[src/rtl/wb_stage_if.sv]
// MEM/WB handoff bundle: the fields the memory stage presents to write-back.
interface wb_stage_if;
  logic        mw_valid;
  logic        mw_regwrite;
  logic [4:0]  mw_rd;
  logic [1:0]  mw_wbsel;
  logic [31:0] mw_alu_result;
  logic [31:0] mw_load_data;
  logic [2:0]  mw_funct3;
  logic [31:0] mw_pc;

  // Memory stage side drives the bundle.
  modport master (
    output mw_valid, mw_regwrite, mw_rd, mw_wbsel,
           mw_alu_result, mw_load_data, mw_funct3, mw_pc
  );

  // Write-back stage side consumes it.
  modport slave (
    input  mw_valid, mw_regwrite, mw_rd, mw_wbsel,
           mw_alu_result, mw_load_data, mw_funct3, mw_pc
  );
endinterface

[src/rtl/wb_stage.sv]
// Write-back stage: holds the retiring instruction, selects/extends the
// result, decodes a one-hot register-file write enable and counts retires.
module wb_stage #(
  parameter int INSTRET_W = 64
) (
  input  logic                 clk,
  input  logic                 reset,
  input  logic                 stall,
  input  logic                 flush,
  wb_stage_if.slave            mw,
  output logic [31:0]          rf_wdata,
  output logic [31:0]          rf_wen,
  output logic [4:0]           wb_rd,
  output logic                 wb_valid,
  output logic [INSTRET_W-1:0] instret
);

  localparam logic [1:0] SEL_ALU  = 2'b00;
  localparam logic [1:0] SEL_LOAD = 2'b01;
  localparam logic [1:0] SEL_PC4  = 2'b10;

  localparam logic [2:0] F3_LB  = 3'b000;
  localparam logic [2:0] F3_LH  = 3'b001;
  localparam logic [2:0] F3_LBU = 3'b100;
  localparam logic [2:0] F3_LHU = 3'b101;

  // WB stage register
  logic        valid_q,    valid_d;
  logic        regwrite_q, regwrite_d;
  logic [4:0]  rd_q,       rd_d;
  logic [1:0]  wbsel_q,    wbsel_d;
  logic [31:0] alu_q,      alu_d;
  logic [31:0] load_q,     load_d;
  logic [2:0]  funct3_q,   funct3_d;
  logic [31:0] pc_q,       pc_d;

  logic [INSTRET_W-1:0] instret_q, instret_d;
  logic                 retire;

  logic [31:0] load_ext;
  logic [31:0] pc_plus4;

  // Next-state for the stage register: flush beats stall beats capture.
  // On flush only valid is cleared; the payload is don't-care so it holds.
  always_comb begin
    valid_d    = valid_q;
    regwrite_d = regwrite_q;
    rd_d       = rd_q;
    wbsel_d    = wbsel_q;
    alu_d      = alu_q;
    load_d     = load_q;
    funct3_d   = funct3_q;
    pc_d       = pc_q;
    if (flush) begin
      valid_d = 1'b0;
    end else if (!stall) begin
      valid_d    = mw.mw_valid;
      regwrite_d = mw.mw_regwrite;
      rd_d       = mw.mw_rd;
      wbsel_d    = mw.mw_wbsel;
      alu_d      = mw.mw_alu_result;
      load_d     = mw.mw_load_data;
      funct3_d   = mw.mw_funct3;
      pc_d       = mw.mw_pc;
    end
  end

  // Stage register update; reset clears every field so outputs read as zero.
  always_ff @(posedge clk) begin
    if (reset) begin
      valid_q    <= 1'b0;
      regwrite_q <= 1'b0;
      rd_q       <= 5'd0;
      wbsel_q    <= 2'b00;
      alu_q      <= 32'd0;
      load_q     <= 32'd0;
      funct3_q   <= 3'd0;
      pc_q       <= 32'd0;
    end else begin
      valid_q    <= valid_d;
      regwrite_q <= regwrite_d;
      rd_q       <= rd_d;
      wbsel_q    <= wbsel_d;
      alu_q      <= alu_d;
      load_q     <= load_d;
      funct3_q   <= funct3_d;
      pc_q       <= pc_d;
    end
  end

  // The occupant leaves the stage when it is not held, or when it is
  // flushed out (its write still lands on that same edge).
  always_comb begin
    retire    = valid_q && (!stall || flush);
    instret_d = instret_q;
    if (retire) begin
      instret_d = instret_q + {{(INSTRET_W-1){1'b0}}, 1'b1};
    end
  end

  // Retired-instruction counter; wraps silently.
  always_ff @(posedge clk) begin
    if (reset) begin
      instret_q <= '0;
    end else begin
      instret_q <= instret_d;
    end
  end

  // Load data sizing and sign/zero extension; unlisted codes pass the word.
  always_comb begin
    load_ext = load_q;
    unique case (funct3_q)
      F3_LB:   load_ext = {{24{load_q[7]}}, load_q[7:0]};
      F3_LH:   load_ext = {{16{load_q[15]}}, load_q[15:0]};
      F3_LBU:  load_ext = {24'd0, load_q[7:0]};
      F3_LHU:  load_ext = {16'd0, load_q[15:0]};
      default: load_ext = load_q;
    endcase
  end

  assign pc_plus4 = pc_q + 32'd4;

  // Result select; 11 aliases to the ALU path.
  always_comb begin
    rf_wdata = alu_q;
    case (wbsel_q)
      SEL_ALU:  rf_wdata = alu_q;
      SEL_LOAD: rf_wdata = load_ext;
      SEL_PC4:  rf_wdata = pc_plus4;
      default:  rf_wdata = alu_q;
    endcase
  end

  // One-hot write enable; x0 is never written so bit 0 stays low.
  always_comb begin
    rf_wen = 32'd0;
    if (valid_q && regwrite_q && (rd_q != 5'd0)) begin
      rf_wen[rd_q] = 1'b1;
    end
  end

  assign wb_rd    = rd_q;
  assign wb_valid = valid_q;
  assign instret  = instret_q;

  // The register file relies on at most one write enable per cycle.
  always_ff @(posedge clk) begin
    assert ($onehot0(rf_wen)) else $error("rf_wen not one-hot: %h", rf_wen);
    assert (rf_wen[0] == 1'b0) else $error("rf_wen[0] asserted");
  end

endmodule

[src/flat_wrapper.sv]
// flat-port wrapper written by rule: the top's interface ports become plain ports
module wb_stage_flat 
#(
  parameter int INSTRET_W = 64
)
  (clk, reset, stall, flush, rf_wdata, rf_wen, wb_rd, wb_valid, instret, mw_mw_valid, mw_mw_regwrite, mw_mw_rd, mw_mw_wbsel, mw_mw_alu_result, mw_mw_load_data, mw_mw_funct3, mw_mw_pc);
  wb_stage_if mw_i ();
  input  logic clk;
  input  logic reset;
  input  logic stall;
  input  logic flush;
  output logic [31:0] rf_wdata;
  output logic [31:0] rf_wen;
  output logic [4:0] wb_rd;
  output logic wb_valid;
  output logic [INSTRET_W-1:0] instret;
  input wire logic [$bits(mw_i.mw_valid)-1:0] mw_mw_valid;
  input wire logic [$bits(mw_i.mw_regwrite)-1:0] mw_mw_regwrite;
  input wire logic [$bits(mw_i.mw_rd)-1:0] mw_mw_rd;
  input wire logic [$bits(mw_i.mw_wbsel)-1:0] mw_mw_wbsel;
  input wire logic [$bits(mw_i.mw_alu_result)-1:0] mw_mw_alu_result;
  input wire logic [$bits(mw_i.mw_load_data)-1:0] mw_mw_load_data;
  input wire logic [$bits(mw_i.mw_funct3)-1:0] mw_mw_funct3;
  input wire logic [$bits(mw_i.mw_pc)-1:0] mw_mw_pc;
  assign mw_i.mw_valid = mw_mw_valid;
  assign mw_i.mw_regwrite = mw_mw_regwrite;
  assign mw_i.mw_rd = mw_mw_rd;
  assign mw_i.mw_wbsel = mw_mw_wbsel;
  assign mw_i.mw_alu_result = mw_mw_alu_result;
  assign mw_i.mw_load_data = mw_mw_load_data;
  assign mw_i.mw_funct3 = mw_mw_funct3;
  assign mw_i.mw_pc = mw_mw_pc;
  wb_stage #(.INSTRET_W(INSTRET_W)) u_core (.clk(clk), .reset(reset), .stall(stall), .flush(flush), .mw(mw_i), .rf_wdata(rf_wdata), .rf_wen(rf_wen), .wb_rd(wb_rd), .wb_valid(wb_valid), .instret(instret));
endmodule
[config.mk]
export PLATFORM = sky130hd
export DESIGN_NAME = wb_stage_flat
export DESIGN_NICKNAME = d
export VERILOG_FILES = /design/src/rtl/wb_stage_if.sv /design/src/rtl/wb_stage.sv /design/src/flat_wrapper.sv
export SDC_FILE = /design/constraint.sdc
export NUM_CORES = 1
export LEC_CHECK = 0
export CAP_MARGIN = 20
export CORE_ASPECT_RATIO = 0.75
export CORE_UTILIZATION = 41
export CTS_CLUSTER_SIZE = 12
export DETAILED_ROUTE_END_ITERATION = 6
export GPL_TIMING_DRIVEN = 0
export HOLD_SLACK_MARGIN = 0.06
export PLACE_DENSITY = 0.71
export SYNTH_ARGS = -nofsm -noshare
export SYNTH_HDL_FRONTEND = slang
export SYNTH_SLANG_ARGS = --single-unit
export TNS_END_PERCENT = 10
[constraint.sdc]
create_clock -name clk -period 2.5 [get_ports clk]
set_input_delay 0.375 -clock clk [delete_from_list [all_inputs] [get_ports clk]]
set_output_delay 0.375 -clock clk [all_outputs]
set_load 0.01 [all_outputs]
After elaboration in Yosys (flattened, before gate mapping)
Cells that the tools add are included.
{ "totals": {"ff_bits": 172, "elab_cells": 35, "input_bits": 112, "output_inout_bits": 134} }
{ "op_classes": {"n_addsub": 2, "bitwise": 2, "mux": 5, "eq_ne": 5, "magnitude_cmp": 2, "n_reduce_logical": 10} }
{ "op_table": {"columns": ["operator", "count"], "rows": [
  ["32-bit case mux with 4 select lines", 1],
  ["64-bit by 1-bit adder with 64-bit output (second input constant)", 1],
  ["32-bit case mux with 2 select lines", 1],
  ["32-bit by 3-bit adder with 32-bit output (second input constant)", 1],
  ["32-bit 2-to-1 mux", 1],
  ["3-bit equality test (second input constant)", 2],
  ["5-bit by 6-bit < comparator with 1-bit output (second input constant)", 1],
  ["1-bit demux with 5-bit select", 1],
  ["5-bit by 1-bit >= comparator with 1-bit output (second input constant)", 1],
  ["5-bit nonzero test", 1],
  ["1-bit logical AND", 4],
  ["3-bit by 1-bit equality test with 1-bit output (second input constant)", 1],
  ["3-bit logical NOT", 1],
  ["2-bit by 1-bit equality test with 1-bit output (second input constant)", 1],
  ["2-bit equality test (second input constant)", 1],
  ["1-bit NOT", 2],
  ["2-bit AND reduction", 1],
  ["2-bit OR reduction", 1],
  ["1-bit logical NOT", 1],
  ["1-bit logical OR", 1],
  ["1-bit 2-to-1 mux", 1]
]} }

Logic depth before layout (Yosys ltp)
Gate-level depths: netlist of run 1.
{ "logic_depth": {"depth_word": 5, "depth_mapped": 8, "depth_no_buf": 6} }

Least setup slack after synthesis of run 1
Ideal clock, no wire load.
{ "synth_timing": {"path_kind": "register to output", "startpoint": "register u_core.pc_q[20]", "endpoint": "output port rf_wdata[31]", "stages_incl_launch_ff": 7, "n_path_buf": 1, "slack_ns": 0.309, "arrival_ns": 1.816, "t_required_ns": 2.125, "cell_sequence": "dfxtp_1 > buf_2 > and4_1 > nand4_1 > or3_1 > o2111a_1 > or3_1"} }
{ "synth_between": {"elab_chain_len": 2} }
{ "synth_rtl": {"columns": ["item", "line_no", "rtl"], "rows": [
  ["start: declaration", "wb_stage.sv:35", "logic [31:0] pc_q, pc_d;"],
  ["start signal: assignment", "wb_stage.sv:87", "pc_q <= pc_d;"],
  ["32-bit by 3-bit adder with 32-bit output", "wb_stage.sv:122", "assign pc_plus4 = pc_q + 32'd4;"],
  ["32-bit case mux with 2 select lines", "wb_stage.sv:127", "case (wbsel_q)"],
  ["end: declaration", "flat_wrapper.sv:12", "output logic [31:0] rf_wdata;"]
]} }
No other way between the ends.

Final worst setup path of run 1
{ "layout_timing": {"startpoint": "register u_core.pc_q[2]", "endpoint": "output port rf_wdata[31]"} }
Same word-level chain as after synthesis.

==> results of run 1 <==
==> what timing repair did <==
item,CTS,global route
setup buffers,23,3
pin swaps,28,13
setup endpoints to repair,63,91
resized for setup,195,62
==> synth_stat cells (all sizes together), types with 2 or more instances <==
cell type / number
o31ai: 28
buf: 13
o21ai: 47
mux2i: 2
or3: 14
nand3: 46
and4: 12
and2: 8
or4: 27
nand2b: 7
nor3: 13
or2: 3
nor4: 11
and3: 9
o221ai: 8
inv: 22
a221oi: 8
dfxtp: 172
nor2: 71
o21a: 4
nand4: 31
nor2b: 2
xnor2: 23
clkbuf: 71
a22oi: 7
xor2: 21
nand2: 277
ha: 4
a21oi: 155
o31a: 4
a31oi: 8
==> registers in the layout, indices dropped and copies added (netlist names) <==
name               cells
u_core.alu_q          32
u_core.wbsel_q         2
u_core.wb_rd           5
u_core.pc_q           32
u_core.regwrite_q      1
u_core.instret        64
u_core.load_q         32
u_core.wb_valid        1
u_core.funct3_q        3
==> final timing paths <==
| kind | from | end |
|---|---|---|
| setup / recovery | u_core.pc_q[2] | rf_wdata[31] |
| hold / removal | u_core.load_q[20] | u_core.load_q[20] |
| setup reg to reg | u_core.instret[23] | u_core.instret[52] |
| hold reg to reg | u_core.load_q[20] | u_core.load_q[20] |
==> cell type report <==
cell class	count	area share, %
multi-input cells	856	39.3
flip-flops and latches	172	28.2
repair buffers	270	20.8
clock buffers	20	3.70
plain buffers	79	3.67
well taps	258	2.61
clock inverters	12	1.02
inverters	23	0.709
==> kinds of logic (layout without fill, tap and decap cells) <==
kind of cell,after synthesis,in the layout,share of synthesized area (%)
AOI/OAI and AO/OA,273,273,18.5
xor gates and xnor gates,44,44,4.55
adders and majority gates,4,4,0.592
buffers and inverters,107,404,5.25
DFF,172,172,40.7
muxes,2,2,0.237
other,1,1,0.0443
and+or+nand+nor,532,532,30.1
==> worst max-delay path, stage by stage, from the launching register on <==
cell	delay, ns
dfxtp_4	0.38
and4_4	0.24
nand4_1	0.22
or3_4	0.40
o2111a_1	0.24
or3_4	0.35
buf_6	0.13
==> routing by layer <==
metal / vias to the layer above / global-route usage [%]
met1: 4355 / 38.1
li1: 4530 / -
met5: - / 0
met4: 2 / 9.55
met3: 49 / 5.96
met2: 425 / 41.3
==> stage by stage <==
stage	hold slack (ns)	setup WS (ns)	TNS (ns)
4_1_cts	0.456	-0.229	-2.59
3_5_place_dp	0.446	-0.614	-38.20
5_1_grt	0.476	-0.310	-4.57
3_3_place_gp	0.442	-0.590	-37.19
2_1_floorplan	0.433	0.309	0
6_report	0.453	-0.246	-2.30
==> power groups by stage <==
stage	combinational (W)	sequential, W	clock (W)
2_1_floorplan	0.000324	0.00293	0
5_1_grt	0.000817	0.00290	0.00280
4_1_cts	0.000741	0.00288	0.00268
3_5_place_dp	0.000727	0.00294	0
6_report	0.000758	0.00289	0.00264
3_3_place_gp	0.000721	0.00294	0
==> out/qor.txt, run 1 <==
Worst Setup Start Kind: flip-flop
Gate Count Post-Synth: 1135
TritonRoute pass-1 iters: 5
post-synth net total: 1251
Syn Std Cell Area: 8460 um^2
DP HPWL: 21700 um
clk sinks: 172
Synth warnings: 0
Design Power: 0.00629 W
setup violators final: 16
ANT nets after route: 0
Setup Crit Path Kind: flip-flop to primary output
Post-synth EDFFs: 0
post-synth top area share: 40.7%
crit end category: primary output
ranking of synthesized cells by area: dfxtp_1, nand2_1, a21oi_1
die width: 168 um
P_int: 0.00463 W
Combinational Power Share: 12.1%
Die Y-Extent: 126 um
Worst-Margin Slew: 0.652 ns
Filler Cells Inserted: 1841
share of cells above drive strength 1: 13.5%
pin count of the biggest net entering global routing: 17
1st-iter DRT viols: 882
Tmin final: 2.75 ns
flip-flop and latch area: 3480 um^2
Reg power frac: 45.9%
Routed Wire Length: 29500 um
starting density of the core: 41.9%
ant diodes: 0
clock network power share: 42.0%
initial antenna violation count: 1
status: complete, but fails checks
R2R Setup Slk: 0.17 ns
FP Rows: 45
switching share of power: 26.3%
Met1 Routed Length: 13400 um
CTS tree: yes
number of library cell types mapped by synthesis: 48
I/O pin cnt: 246
crit path DAT: 2.37 ns
worst path required time: 2.12 ns
Max clock buf depth: 2
skew final: 0.0119 ns
GRT Overall Usage: 27.3%
Yosys reg bits: 172
fin nets: 1535
area grow syn2layout: 46.0%
routed vias: 9361
failing checks: negative setup slack
routability congestion estimate: 0.883
final instance area: 12400 um^2
Synth Flop Type: dfxtp_1
area of the multi-input gates: 4850 um^2
routed wl met2: 12900 um
Worst Slack Setup Final: -0.246 ns
Cell Count, Final, Fillers Out: 1690
Post-CTS Hold Buffers: 0
root buffer cell: clkbuf_16
FF-to-FF path depth: 6
core area: 20200 um^2
Fmax: 0.364 GHz
syn avg cell area: 7.45 um^2
Util after Layout: 61.1%
Final Max Tran Viols: 0
Met3 Routed Length: 2620 um
GRT overflow: 0
CTS Buf Count: 17
htree depth: 4
clk slew on worst S/H paths: 0.07 ns
DRC violations left: 0
Die Area: 21200 um^2
most frequent cells in the layout: nand2_1, clkdlybuf4s50_1, a21oi_1, dfxtp_1, nor2_1
DP Area: 11200 um^2
Slew headroom: 56.1%
Skew-Pair Late Insertion Delay: 0.42 ns
share of synthesized registers carrying an async set or reset: 0%
placed cell count: 1637
Synth area leader: dfxtp_1
NetSw: 0.00166 W
Via density: 5.54
Max VDD drop: 0.000429 V
unrepaired setup endpoints after global routing: yes
leading cell type in the layout, fill and taps excluded: nand2_1
DR top layer: met5
number of global-route vias before repair: 8622
sequential area share after synthesis: 40.7%
hold depth: 2
worst hold-check path type: flip-flop to flip-flop
CP max FO: 4
PwrDens: 509 nW/um^2
leakage power: 4.50 nW
final period utilization: 110%
# port buffers: 244
first-pass GRT wire length: 45600 um
Max Cap Viol: 0
routed length per placed instance: 17.5 um
Hold Vio Cnt, Final: 0
Power figures use the tool's default switching activity.
==> run 2, diff against run 1 <==
- CORE_UTILIZATION: 41 -> 34
- PLACE_DENSITY: 0.71 -> 0.61
- clock period: 2.5 -> 3.1 ns (I/O delays scaled with it)
==> out/qor.txt, run 2 (same netlist as run 1, synthesis figures left out) <==
final period utilization: 100%
setup violators final: 1 (-15)
crit end category: primary output
worst slack at placement: -0.156 ns (+0.458 ns)
Critical-path top delay cell: or3_4
Via density: 5.28 (-4.7%)
share of cells above drive strength 1: 7.57% (-6.0 points)
PwrDens: 419 nW/um^2 (-18%)
Max VDD drop: 0.000358 V (-17%)
max reg flops: 64 (unchanged)
Slew headroom: 45.0% (-11 points)
clock network power share: 42.1% (about the same)
clk sinks: 172 (unchanged)
Slowest Stage Delay on Critical Path: 0.42 ns (+0.02 ns)
Combinational Power Share: 11.8% (-0.3 points)
DP HPWL: 23100 um (+6.2%)
CTS tree: yes
htree depth: 4 (unchanged)
switching share of power: 28.1% (+1.7 points)
Worst Slack Setup Final: -0.00874 ns (+0.237 ns)
Setup Crit Path Kind: flip-flop to primary output
ant diodes: 0 (unchanged)
# port buffers: 244 (unchanged)
1st-iter DRT viols: 644 (-27%)
Die Area: 25500 um^2 (+20%)
NetSw: 0.00142 W (-15%)
FF-to-FF path depth: 6 (unchanged)
Worst-Margin Slew: 0.822 ns (+0.170 ns)
status: complete, but fails checks
GRT overflow: 0 (unchanged)
ANT nets after route: 0 (unchanged)
number of global-route vias before repair: 8319 (-3.5%)
DRC violations left: 0 (unchanged)
root buffer cell: clkbuf_16
skew final: 0.0142 ns (+0.00233 ns)
Util after Layout: 49.7% (-11 points)
most frequent cells in the layout: nand2_1, clkdlybuf4s50_1, dfxtp_1, a21oi_1, nor2_1
Fmax: 0.322 GHz
routed vias: 9203 (-1.7%)
initial antenna violation count: 1 (unchanged)
leading cell type in the layout, fill and taps excluded: nand2_1
Die Y-Extent: 139 um (+9.7%)
leakage power: 4.11 nW (-8.8%)
Final TNS setup: -0.00874 ns (+2.29 ns)
Cell Chain, Critical Path: and4_2, nand4_1, or3_4, o2111a_1, or3_1, dlygate4sd2_1
P_int: 0.00363 W (-22%)
Routed Wire Length: 29800 um (+1.0%)
Cell Count, Final, Fillers Out: 1744 (+3.2%)
I/O pin cnt: 246 (unchanged)
worst hold-check path type: flip-flop to flip-flop
FP Rows: 49 (+8.9%)
first-pass GRT wire length: 46000 um (+1.0%)
GRT Overall Usage: 23.1% (-4.2 points)
die width: 184 um (+9.7%)
fin nets: 1516 (-1.2%)
worst path required time: 2.63 ns (+0.51 ns)
TritonRoute pass-1 iters: 5 (unchanged)
failing checks: negative setup slack
crit path DAT: 2.64 ns (+0.27 ns)
Max Cap Viol: 0 (unchanged)
Worst Setup Start Kind: flip-flop
placed cell count: 1710 (+4.5%)
Hold Vio Cnt, Final: 0 (unchanged)
hold depth: 2 (unchanged)
CTS Buf Count: 17 (unchanged)
pin count of the biggest net entering global routing: 19 (+2)
Reg power frac: 46.1% (+0.2 points)
unrepaired setup endpoints after global routing: yes
area grow syn2layout: 42.2%
Skew-Pair Late Insertion Delay: 0.43 ns (about the same)
routability congestion estimate: 0.906 (+2.7%)
Tmin final: 3.11 ns
clk slew on worst S/H paths: 0.07 ns (about the same)
Design Power: 0.00504 W (-20%)
routed length per placed instance: 17.1 um (-2.1%)
Max clock buf depth: 2 (unchanged)
core area: 24200 um^2 (+20%)
Post-CTS Hold Buffers: 0 (unchanged)
CP max FO: 5 (+1)
Final Max Tran Viols: 0 (unchanged)
starting density of the core: 34.9% (-6.9 points)
run 2: changes by cell type in the layout (fill, tap and decap cells not counted), moves of 6 or more:
| cell | delta |
|---|---|
| buf_4 | -21 |
| a221oi_1 | +8 |
| dfxtp_1 | +12 |
| dfxtp_2 | -8 |
| clkdlybuf4s50_1 | +25 |
| buf_2 | -13 |
| buf_6 | -7 |
| dlygate4sd2_1 | +6 |
| a221oi_2 | -8 |
| dlymetal6s2s_1 | -6 |
| clkbuf_8 | -8 |
run 2: what timing repair did:
item / CTS / global route
pin swaps: 3 / 3
cloned: 1 / 0
buffers inserted: 2 / 2
setup endpoints to repair: 33 / 28
resized for setup: 52 / 26
run 2: cell type report:
type | count | area, um^2
buffer | 81 | 397
clock buffer | 17 | 425
clock inverter | 15 | 153
fill | 2404 | 12200
inverter | 23 | 86.3
multi-input combinational | 856 | 4630
sequential | 172 | 3450
tap | 331 | 414
timing repair buffer | 249 | 2470
run 2: power groups by stage:
stage	combinational (W)	sequential [W]	clock (W)
after floorplan	0.000261	0.00236	0
after global placement	0.000592	0.00237	0
after detailed placement	0.000594	0.00237	0
after CTS	0.000596	0.00232	0.00215
after global routing	0.000647	0.00233	0.00226
final	0.000597	0.00233	0.00212
run 2: critical path, delay by kind of cell, from the launching register on:
family	cells	cell delay (ns)
compound gates	1	0.25
flops	1	0.38
simple gates	4	1.29
buf+inv	1	0.31
run 2: path summary, 6_finish.rpt:
| check | startpoint | to | slack, ns |
|---|---|---|---|
| setup / recovery | u_core.pc_q[11] | rf_wdata[31] | -0.009 |
| hold / removal | u_core.alu_q[14] | u_core.alu_q[14] | 0.46 |
| setup reg to reg | u_core.instret[27] | u_core.instret[52] | 0.80 |
| hold reg to reg | u_core.alu_q[14] | u_core.alu_q[14] | 0.46 |
run 2: metal layers:
metal	routed length [um]	track usage [%]	vias to the layer above
met4	363	5.53	2
met5	12	0	-
li1	-	-	4506
met1	14400	33.8	4344
met2	12800	33.6	323
met3	2260	5.86	28
run 2: through the flow:
step           instance area, um^2  hold WS, ns
2_1_floorplan                 8460        0.433
3_3_place_gp                 11300        0.442
3_5_place_dp                 11300        0.446
4_1_cts                      12000        0.456
5_1_grt                      12000        0.480
6_report                     12000        0.457
==> run 3, diff against run 2 <==
- PLACE_DENSITY: 0.61 -> 0.63
- clock period: 3.1 -> 2.69 ns (I/O delays scaled with it)
==> out/qor.txt, run 3 (same netlist as run 1, synthesis figures left out) <==
FP Rows: 49 (unchanged)
routability congestion estimate: 0.891 (-1.7%)
clk slew on worst S/H paths: 0.08 ns (about the same)
Setup Crit Path Kind: flip-flop to primary output
crit path DAT: 2.46 ns (-0.18 ns)
Die Y-Extent: 139 um (unchanged)
htree depth: 4 (unchanged)
number of global-route vias before repair: 8307 (-0.14%)
ANT nets after route: 0 (unchanged)
Crit path max-delay family: simple AND/OR/NAND/NOR gates
Die Area: 25500 um^2 (unchanged)
PwrDens: 476 nW/um^2 (+13%)
hold depth: 2 (unchanged)
share of cells above drive strength 1: 10.7% (+3.1 points)
starting density of the core: 34.9% (unchanged)
worst path required time: 2.29 ns (-0.34 ns)
TritonRoute pass-1 iters: 7 (+2)
most frequent cells in the layout: nand2_1, clkdlybuf4s50_1, dfxtp_1, a21oi_1, nor2_1
Cell Count, Final, Fillers Out: 1750 (+0.34%)
Slew headroom: 43.5% (-1.5 points)
Slowest Stage Delay on Critical Path: 0.46 ns (+0.04 ns)
final period utilization: 107%
Tmin final: 2.87 ns
Max VDD drop: 0.000405 V (+13%)
CTS tree: yes
DP HPWL: 22700 um (-1.7%)
core area: 24200 um^2 (unchanged)
status: complete, but fails checks
I/O pin cnt: 246 (unchanged)
Routed Wire Length: 30100 um (+0.90%)
1st-iter DRT viols: 835 (+30%)
Hold Vio Cnt, Final: 0 (unchanged)
Max clock buf depth: 2 (unchanged)
pin count of the biggest net entering global routing: 19 (unchanged)
Skew-Pair Late Insertion Delay: 0.44 ns (about the same)
Post-CTS Hold Buffers: 0 (unchanged)
Worst-Margin Slew: 0.845 ns (+0.0223 ns)
die width: 184 um (unchanged)
Worst Slack Setup Final: -0.176 ns (-0.168 ns)
# port buffers: 244 (unchanged)
worst slack at placement: -0.518 ns (-0.362 ns)
most numerous cell on the critical path: or3_4
Filler Cells Inserted: 2403 (-0.042%)
Util after Layout: 50.3% (+0.66 points)
Critical-path top delay cell: or3_4
worst hold-check path type: flip-flop to flip-flop
first-pass GRT wire length: 45700 um (-0.82%)
FF-to-FF path depth: 6 (unchanged)
crit end category: primary output
initial antenna violation count: 1 (unchanged)
fin nets: 1522 (+0.40%)
GRT overflow: 0 (unchanged)
root buffer cell: clkbuf_16
DRC violations left: 13 (+13)
area grow syn2layout: 44.1%
skew final: 0.0194 ns (+0.00512 ns)
Via density: 5.24 (-0.67%)
leakage power: 4.19 nW (+1.9%)
leading cell type in the layout, fill and taps excluded: nand2_1
ant diodes: 0 (unchanged)
area of the multi-input gates: 4730 um^2 (+2.3%)
Design Power: 0.00580 W (+15%)
Worst Setup Start Kind: flip-flop
sum of buffers and inverters on the critical path: 1 (unchanged)
routed vias: 9173 (-0.33%)
unrepaired setup endpoints after global routing: yes
Final TNS setup: -0.374 ns (-0.365 ns)
failing checks: design-rule violations, negative setup slack
Fmax: 0.349 GHz
CTS Buf Count: 17 (unchanged)
setup violators final: 6 (+5)
GRT Overall Usage: 23.0% (-0.096 points)
routed length per placed instance: 17.2 um (+0.55%)
Cell Chain, Critical Path: and4_4, nand4_1, or3_4, o2111a_1, or3_4, buf_6
flip-flop and latch area: 3470 um^2 (+0.54%)
CP max FO: 3 (-2)
placed cell count: 1710 (unchanged)
Max Cap Viol: 0 (unchanged)
Crit path depth: 6 (unchanged)
clk sinks: 172 (unchanged)
max reg flops: 64 (unchanged)
Final Max Tran Viols: 0 (unchanged)
-- run 3: changes by cell type in the layout (fill, tap and decap cells not counted), sizes merged --
| cell | change |
|---|---|
| buf | +22 |
| clkbuf | -4 |
| clkdlybuf4s15 | +2 |
| clkdlybuf4s50 | -15 |
| clkinv | -1 |
| dlygate4sd2 | +3 |
| dlymetal6s2s | -2 |
| inv | +1 |
-- run 3: path summary, 6_finish.rpt --
| path | startpoint | endpoint | slack (ns) |
|---|---|---|---|
| setup / recovery | u_core.pc_q[2] | rf_wdata[31] | -0.18 |
| hold / removal | u_core.load_q[20] | u_core.load_q[20] | 0.46 |
| setup reg to reg | u_core.instret[23] | u_core.instret[52] | 0.41 |
| hold reg to reg | u_core.load_q[20] | u_core.load_q[20] | 0.46 |
-- run 3: worst min-delay path: stages, from the launching register on --
cell     delay, ns
dfxtp_1       0.31
nand2_1       0.05
a21oi_1       0.05
-- run 3: where the power goes --
group / total [W] / leakage (nW) / switching (W) / internal (W)
logic: 0.000685 / 2.50 / 0.000365 / 0.000320
registers: 0.00268 / 1.41 / 0.0000633 / 0.00262
clock network: 0.00243 / 0.280 / 0.00120 / 0.00123
-- run 3: final cells by class --
type / instances / share of cell area [%]
buffer: 80 / 3.55
clock buffer: 17 / 3.49
clock inverter: 15 / 1.22
inverter: 23 / 0.739
multi-input combinational: 856 / 38.8
sequential: 172 / 28.5
tap: 331 / 3.40
timing repair buffer: 256 / 20.3
-- run 3: layer usage --
layer  wire length [um]  GRT usage [%]
met2              12800           33.7
met4                367           5.57
met3               2530           5.33
met1              14400           33.8
met5                 13              0
-- run 3: through the flow --
stage,hold slack [ns],instance area [um^2]
global placement,0.441,11300
detailed placement,0.447,11300
floorplan,0.433,8460
CTS,0.457,12100
global route,0.476,12200
finish,0.455,12200
-- run 3: timing repair --
item                                    in CTS  in global routing
pin swaps                                   21                  4
gates resized for setup                    159                 25
setup buffers                               10                  1
cloned                                       1                  0
endpoints found under the setup margin      63                 29
